$ cat config.mk
export PLATFORM = sky130hd
export DESIGN_NAME = lsu_mem_port
export DESIGN_NICKNAME = d
export VERILOG_FILES = /design/src/rtl/lsu_mem_port.sv
export SDC_FILE = /design/constraint.sdc
export NUM_CORES = 1
export LEC_CHECK = 0
export CAP_MARGIN = 10
export CORE_MARGIN = 3
export CORE_UTILIZATION = 45
export DETAILED_ROUTE_END_ITERATION = 16
export PLACE_DENSITY_LB_ADDON = 0.05
export SETUP_SLACK_MARGIN = 0.15
export SYNTH_ARGS = -nofsm -noshare
export SYNTH_HDL_FRONTEND = slang
export SYNTH_SLANG_ARGS = --single-unit
$ cat constraint.sdc
create_clock -name clk -period 2.7 [get_ports clk]
set_input_delay 0.81 -clock clk [delete_from_list [all_inputs] [get_ports clk]]
set_output_delay 0.81 -clock clk [all_outputs]
set_load 0.02 [all_outputs]
$ cat src/rtl/lsu_mem_port.sv
// lsu_mem_port: load/store initiator between the MEM stage and a word-addressed
// data RAM. Takes one byte/halfword/word request at a time and checks size,
// alignment and range. Sub-word stores are done as read-modify-write.
// Load data is returned sign- or zero-extended through a valid/ready response.
//
// Ports
//   clk, reset      rising-edge clock, synchronous active-high reset
//   req_*           request channel (valid/ready, we, size, unsigned, addr, wdata)
//   rsp_*           response channel (valid/ready, rdata, err)
//   mem_*           RAM side: word index, write enable/data, combinational read data
module lsu_mem_port #(
  parameter int MEM_WORDS = 256
) (
  input  logic        clk,
  input  logic        reset,
  input  logic        req_valid,
  output logic        req_ready,
  input  logic        req_we,
  input  logic [1:0]  req_size,
  input  logic        req_unsigned,
  input  logic [31:0] req_addr,
  input  logic [31:0] req_wdata,
  output logic        rsp_valid,
  input  logic        rsp_ready,
  output logic [31:0] rsp_rdata,
  output logic        rsp_err,
  output logic        mem_we,
  output logic [31:0] mem_addr,
  output logic [31:0] mem_wdata,
  input  logic [31:0] mem_rdata
);

  localparam logic [31:0] BYTE_LIMIT = 32'(4 * MEM_WORDS);

  typedef enum logic [1:0] {S_IDLE, S_ACCESS, S_WRITE, S_RESP} state_t;

  state_t      r_state, w_next;

  // Captured request and response registers
  logic        r_we;
  logic [1:0]  r_size;
  logic        r_uns;
  logic [31:0] r_addr;
  logic [31:0] r_wdata;
  logic [31:0] r_old;
  logic [31:0] r_rdata;
  logic        r_err;

  logic        w_err;
  logic        w_accept;
  logic        w_word_st;
  logic        w_we;
  logic [4:0]  w_lane_sh;
  logic [15:0] w_lane;
  logic [31:0] w_load;
  logic [31:0] w_mask;
  logic [31:0] w_merged;

  // Request checks are evaluated on the live inputs so the decision is made
  // in the accept cycle itself.
  assign w_err = (req_size == 2'b11) ||
                 (req_size == 2'b01 && req_addr[0]) ||
                 (req_size == 2'b10 && (req_addr[1:0] != 2'b00)) ||
                 (req_addr >= BYTE_LIMIT);

  assign w_accept  = (r_state == S_IDLE) && req_valid;
  assign w_word_st = (r_state == S_ACCESS) && r_we && (r_size == 2'b10);
  assign w_lane_sh = {r_addr[1:0], 3'b000};

  // Lane extraction: an aligned halfword has addr[0]=0, so the byte shift
  // serves both sizes.
  assign w_lane = 16'(mem_rdata >> w_lane_sh);

  always_comb begin
    w_load = mem_rdata;
    case (r_size)
      2'b00:   w_load = r_uns ? {24'b0, w_lane[7:0]}  : {{24{w_lane[7]}},  w_lane[7:0]};
      2'b01:   w_load = r_uns ? {16'b0, w_lane[15:0]} : {{16{w_lane[15]}}, w_lane[15:0]};
      default: w_load = mem_rdata;
    endcase
  end

  // Read-modify-write merge: replace only the target lane of the old word.
  assign w_mask   = ((r_size == 2'b00) ? 32'h0000_00FF : 32'h0000_FFFF) << w_lane_sh;
  assign w_merged = (r_old & ~w_mask) | ((r_wdata << w_lane_sh) & w_mask);

  // State register
  always_ff @(posedge clk) begin
    if (reset) r_state <= S_IDLE;
    else       r_state <= w_next;
  end

  // Next-state logic
  always_comb begin
    w_next = r_state;
    case (r_state)
      S_IDLE:   if (req_valid) w_next = w_err ? S_RESP : S_ACCESS;
      S_ACCESS: w_next = (r_we && r_size != 2'b10) ? S_WRITE : S_RESP;
      S_WRITE:  w_next = S_RESP;
      S_RESP:   if (rsp_ready) w_next = S_IDLE;
      default:  w_next = S_IDLE;
    endcase
  end

  // Output logic. The write strobe is gated by reset so nothing commits
  // during a reset that lands mid-operation.
  always_comb begin
    req_ready = (r_state == S_IDLE);
    rsp_valid = (r_state == S_RESP);
    w_we      = (w_word_st || r_state == S_WRITE) && !reset;
    mem_we    = w_we;
    mem_addr  = 32'b0;
    mem_wdata = 32'b0;
    if (r_state == S_ACCESS || r_state == S_WRITE)
      mem_addr = {2'b00, r_addr[31:2]};
    if (w_we)
      mem_wdata = w_word_st ? r_wdata : w_merged;
  end

  // Datapath registers
  always_ff @(posedge clk) begin
    if (reset) begin
      r_we    <= 1'b0;
      r_size  <= 2'b00;
      r_uns   <= 1'b0;
      r_addr  <= 32'b0;
      r_wdata <= 32'b0;
      r_old   <= 32'b0;
      r_rdata <= 32'b0;
      r_err   <= 1'b0;
    end else begin
      if (w_accept) begin
        r_we    <= req_we;
        r_size  <= req_size;
        r_uns   <= req_unsigned;
        r_addr  <= req_addr;
        r_wdata <= req_wdata;
        r_err   <= w_err;
        r_rdata <= 32'b0;
      end
      if (r_state == S_ACCESS) begin
        if (!r_we)                  r_rdata <= w_load;
        else if (r_size != 2'b10)   r_old   <= mem_rdata;
      end
    end
  end

  assign rsp_rdata = r_rdata;
  assign rsp_err   = r_err;

endmodule

After elaboration in Yosys (flattened, before gate mapping):

Index checks and enable logic that the tools add are counted.

* equal/unequal tests: 11
* reduce and logical (&&, ||, !) cells: 18
* multiplexer cells: 15
* magnitude comparators: 1
* bitwise operators: 4
* shift-type cells: 3

Operator list (count)
* 32-bit two-way mux: 7
* 32-bit bitwise AND: 2
* 32-bit one-hot mux with 2 select lines: 1
* 32-bit by 11-bit greater-or-equal comparator with 1-bit output, second input constant: 1
* 32-bit inverter: 1
* 32-bit bitwise OR: 1
* 16-bit by 5-bit << shifter with 32-bit output: 1
* 32-bit by 5-bit << shifter with 32-bit output: 1
* 32-bit by 5-bit >> shifter with 16-bit output: 1
* 30-bit two-way mux: 1
* 16-bit two-way mux: 1
* 2-bit == test, second input constant: 5
* 2-bit one-hot mux with 4 select lines: 1
* 1-bit logical AND: 7
* 2-bit by 1-bit == test with 1-bit output, second input constant: 3
* 2-bit two-way mux: 3
* 1-bit logical OR: 5
* 2-bit logical NOT: 2
* 2-bit != test, second input constant: 2
* 3-bit AND reduction: 1
* 2-bit by 1-bit != test with 1-bit output, second input constant: 1
* 2-bit AND reduction: 1
* 2-bit nonzero test: 1
* 1-bit logical NOT: 1
* 1-bit two-way mux: 1

* output and inout bits: 100
* register bits: 135

Depth between registers and ports, before layout:

* depth after elaboration: 8
* mapped depth: 8

Worst setup path after synthesis:

OpenSTA, ideal clock, no wires.

* path kind: in2out
* start point: input port reset
* end point: output port mem_wdata[14]
* stages on the path: 4
* path slack: 0.009 ns
* arrival time: 1.881 ns
* cell sequence: clkbuf_1 -> nand3b_1 -> clkbuf_1 -> o31ai_1

* cells in the longest elaborated chain, start to end: 3

RTL lines
* start, declared: line 15 `input logic reset,`
* 1-bit logical NOT: line 110 `w_we = (w_word_st || r_state == S_WRITE) && !reset;`
* 1-bit logical AND: line 110
* 32-bit two-way mux: line 116 `if (w_we)`
* end, declared: line 29 `output logic [31:0] mem_wdata,`

No other way between the ends.

Worst setup path after layout:

* start point: register r_state[1]
* end point: output port mem_wdata[1]

* cells in the longest elaborated chain, start to end: 6

RTL lines
* start, declared: line 37 `state_t r_state, w_next;`
* start signal, assigned: line 90 `else r_state <= w_next;`
* 2-bit by 1-bit == test with 1-bit output: line 67 `assign w_word_st = (r_state == S_ACCESS) && r_we && (r_size == 2'b10);`
* 1-bit logical AND (2 in a row): line 67
* 1-bit logical OR: line 110
* 1-bit logical AND: line 110
* 32-bit two-way mux *: line 116

Every way passes the cells marked *; elsewhere a longest branch is shown, timed or not.

==> impl_metrics.json <==
{
  "cts_tree": "built",
  "yosysWarningCount": 0,
  "cp-end-kind": "primary output",
  "cts_buffer_depth": 2,
  "grt_pass1_wl_um": 36360,
  "worst_slack_ns": -0.1229,
  "hold_class": "reg2reg",
  "setup_violations": 47,
  "clock_sinks": 135,
  "synth_edf_count": 0,
  "yosys-top-cells-area": "dfxtp_1 41%, nand2_1 15%, a21oi_1 11%",
  "grt_pass1_vias": 7129,
  "critical_path_required_ns": 1.89,
  "async_flop_share_pct": 0,
  "max_freq_mhz": 354.2,
  "core_um2": 14150,
  "synth_cells": 866,
  "io_buffers": 201,
  "rsz0062_at_grt": "yes",
  "finalPower_mw": 9.702,
  "die_width_um": 127.3,
  "start_util_pct": 46.79,
  "dp_cells": 1232,
  "critical_path.max_stage_delay_ns": 0.34,
  "grt_usage_pct": 28.24,
  "ys_seq_area_share_pct": 40.82,
  "nNetsFinal": 1220,
  "dieArea_um2": 16210,
  "avgSynthCellArea_um2": 7.646,
  "synth_area_um2": 6621,
  "powerDensity_nw_per_um2": 892.9,
  "gr-total-overflow": 0,
  "place_congestion": 0.8977,
  "hold_viol": 0,
  "numCtsBuffers": 17,
  "synth_top_area_cell": "dfxtp_1",
  "violations": "negative setup slack",
  "nFillCells": 1052,
  "slew_headroom_pct": 40.93,
  "die_h_um": 127.3,
  "diodes": 0,
  "reg2regPathDepth": 9,
  "cp_slowest_cell": "dfxtp_2",
  "hold_buffers": 0,
  "path_clk_slew_ns": 0.06,
  "fin_worst_skew_ns": 0.006697,
  "dr.pass1.iters": 5,
  "root_buffer": "clkbuf_16",
  "ys_ff_latch": 135,
  "yosys.area.top_type_share_pct": 40.82,
  "ys_types": 50,
  "cts.htree.levels": 4,
  "drtAntennaViolNets": 0,
  "antenna_found_initial": 0,
  "criticalPathCategory": "reg2out",
  "crit_arrival_ns": 2.01,
  "routed_via_density": 5.545,
  "drcViolationCount": 0,
  "tightest_slew_ns": 0.8792,
  "cp_max_fo": 8,
  "fin_crit_sh_pct": 104.6,
  "p_leak_nw": 4.113,
  "status": "complete, but fails checks",
  "fin_cells": 1305,
  "ir_worst_vdd_v": 0.0006748,
  "clock_latency_ns": 0.43,
  "io_pins": 204,
  "hpwl_um": 15250,
  "drive_gt1_share_pct": 28.98,
  "synthToLayoutAreaGrowth_pct": 64.10,
  "wirelength_um": 23460,
  "vias": 7236,
  "slew_violations": 0,
  "drv_cap": 0,
  "rows": 43,
  "drt_iter0_markers": 644,
  "cp-start-kind": "flop",
  "worstPathCellList": "inv_2 -> ha_4 -> and4b_2 -> buf_6 -> nor2_4 -> nand2_1 -> a21oi_2 -> buf_4",
  "grt_max_degree": 77,
  "holdPathStages": 2,
  "synthFlopType": "dfxtp_1",
  "detail_route.wl_per_cell_um": 17.98,
  "layout_min_cycle_time_ns": 2.823
}
-- cells in the mapped netlist, types with 2 or more instances --
cell type and n:
a221oi_1 4, inv_1 6, a211oi_1 30, nand3b_1 2
and2b_1 2, nand2b_1 3, a22oi_1 7, mux2_2 2
buf_1 4, a22o_1 7, a211oi_2 10, clkbuf_1 39
nand3_1 5, mux2i_1 25, nor2b_1 6, dfxtp_1 135
a21o_1 8, nor3b_1 2, ha_1 4, nor3_1 4
nor4_1 5, and2_1 38, buf_2 18, o21ai_0 19
a2bb2oi_1 5, nand2_1 257, a21oi_1 145, buf_6 3
o31ai_1 7, o221ai_1 7, nor2_1 30, buf_4 9
-- placed cells by master (no fill, tap or decap), types with 7 or more instances in the layout --
master / count
nand2_1: 255
clkdlybuf4s50_1: 135
a21oi_1: 130
dfxtp_1: 129
buf_6: 85
buf_4: 62
and2_4: 35
nor2_1: 24
a211oi_1: 22
a211oi_2: 18
clkbuf_16: 18
mux2i_1: 16
o21ai_0: 10
a21o_1: 8
o21ai_2: 8
a21oi_2: 8
buf_12: 8
a22oi_1: 7
a22o_1: 7
o221ai_1: 7
o31ai_4: 7
a21oi_4: 7
-- flip-flops by register name, indices dropped and copies added, names as in the netlist --
signal / flops
r_addr: 32
r_old: 32
r_size: 2
r_state: 2
r_uns: 1
r_wdata: 32
r_we: 1
rsp_err: 1
rsp_rdata: 32
-- cell type report --
type	count	area, um^2	area share [%]
clock buffers	19	452.9	4.169
clock inverters	13	193.9	1.785
inverters	6	25.02	0.2303
multi-input cells	653	4154	38.23
flip-flops and latches	135	2720	25.03
well taps	180	225.2	2.073
repair buffers	299	3094	28.48
-- logic make-up after synthesis --
group | after synthesis | synth area share, %
DFF | 135 | 40.82
muxes | 27 | 4.119
xor gates and xnor gates | 1 | 0.1323
AOI/OAI and AO/OA | 258 | 24.89
buffers and inverters | 79 | 5.669
and+or+nand+nor | 361 | 23.56
other | 1 | 0.05663
adders and majority gates | 4 | 0.7559
-- timing repair --
action,in CTS,in global routing
gates cloned,7,1
pin swaps,44,19
resized for setup,519,48
buffers inserted,28,5
endpoints found under the setup margin,64,63
-- layer usage --
layer,GRT usage (%),part of all wire (%),vias up
li1,-,-,3475
met4,12.93,3.3,0
met1,33.45,40,3414
met2,47.01,49,285
met3,8.528,7.8,62
met5,0,0,-
-- final timing paths --
path         slack (ns)                      end                    start
max               -0.12             mem_wdata[1]  r_state[1]$_SDFFE_PP0P_
max reg2reg        0.62  rsp_rdata[4]$_SDFF_PP0_  r_state[1]$_SDFFE_PP0P_
min                0.44  rsp_rdata[5]$_SDFF_PP0_  rsp_rdata[5]$_SDFF_PP0_
min reg2reg        0.44  rsp_rdata[5]$_SDFF_PP0_  rsp_rdata[5]$_SDFF_PP0_
-- worst max-delay path: cells and delay by family, from the launching register on --
family / cells / cell delay (ns)
DFF: 1 / 0.34
and+or+nand+nor: 3 / 0.59
buffers and inverters: 3 / 0.34
adders and majority gates: 1 / 0.17
AOI/OAI and AO/OA: 1 / 0.13
-- power breakdown --
part	internal, mW	total, mW	switching (mW)	leakage, nW
Combinational	2.25	4.52	2.27	2.71
Clock	1.60	2.53	0.926	0.302
Sequential	2.38	2.65	0.274	1.10
Total	6.23	9.70	3.47	4.11
-- through the flow --
step / cell area (um^2) / util, % / hold slack (ns) / TNS [ns] / worst slack (ns)
2_1_floorplan: 6635 / - / 0.4317 / 0 / 0.01752
3_3_place_gp: 9026 / 63.79 / 0.4242 / -9.152 / -0.3314
3_5_place_dp: 9026 / 63.79 / 0.4337 / -9.853 / -0.3838
4_1_cts: 10580 / 74.78 / 0.4418 / -0.9023 / -0.09621
5_1_grt: 10870 / 76.79 / 0.4525 / -5.434 / -0.1893
6_report: 10870 / 76.79 / 0.4409 / -2.476 / -0.1229
Power figures use the tool's default switching activity.
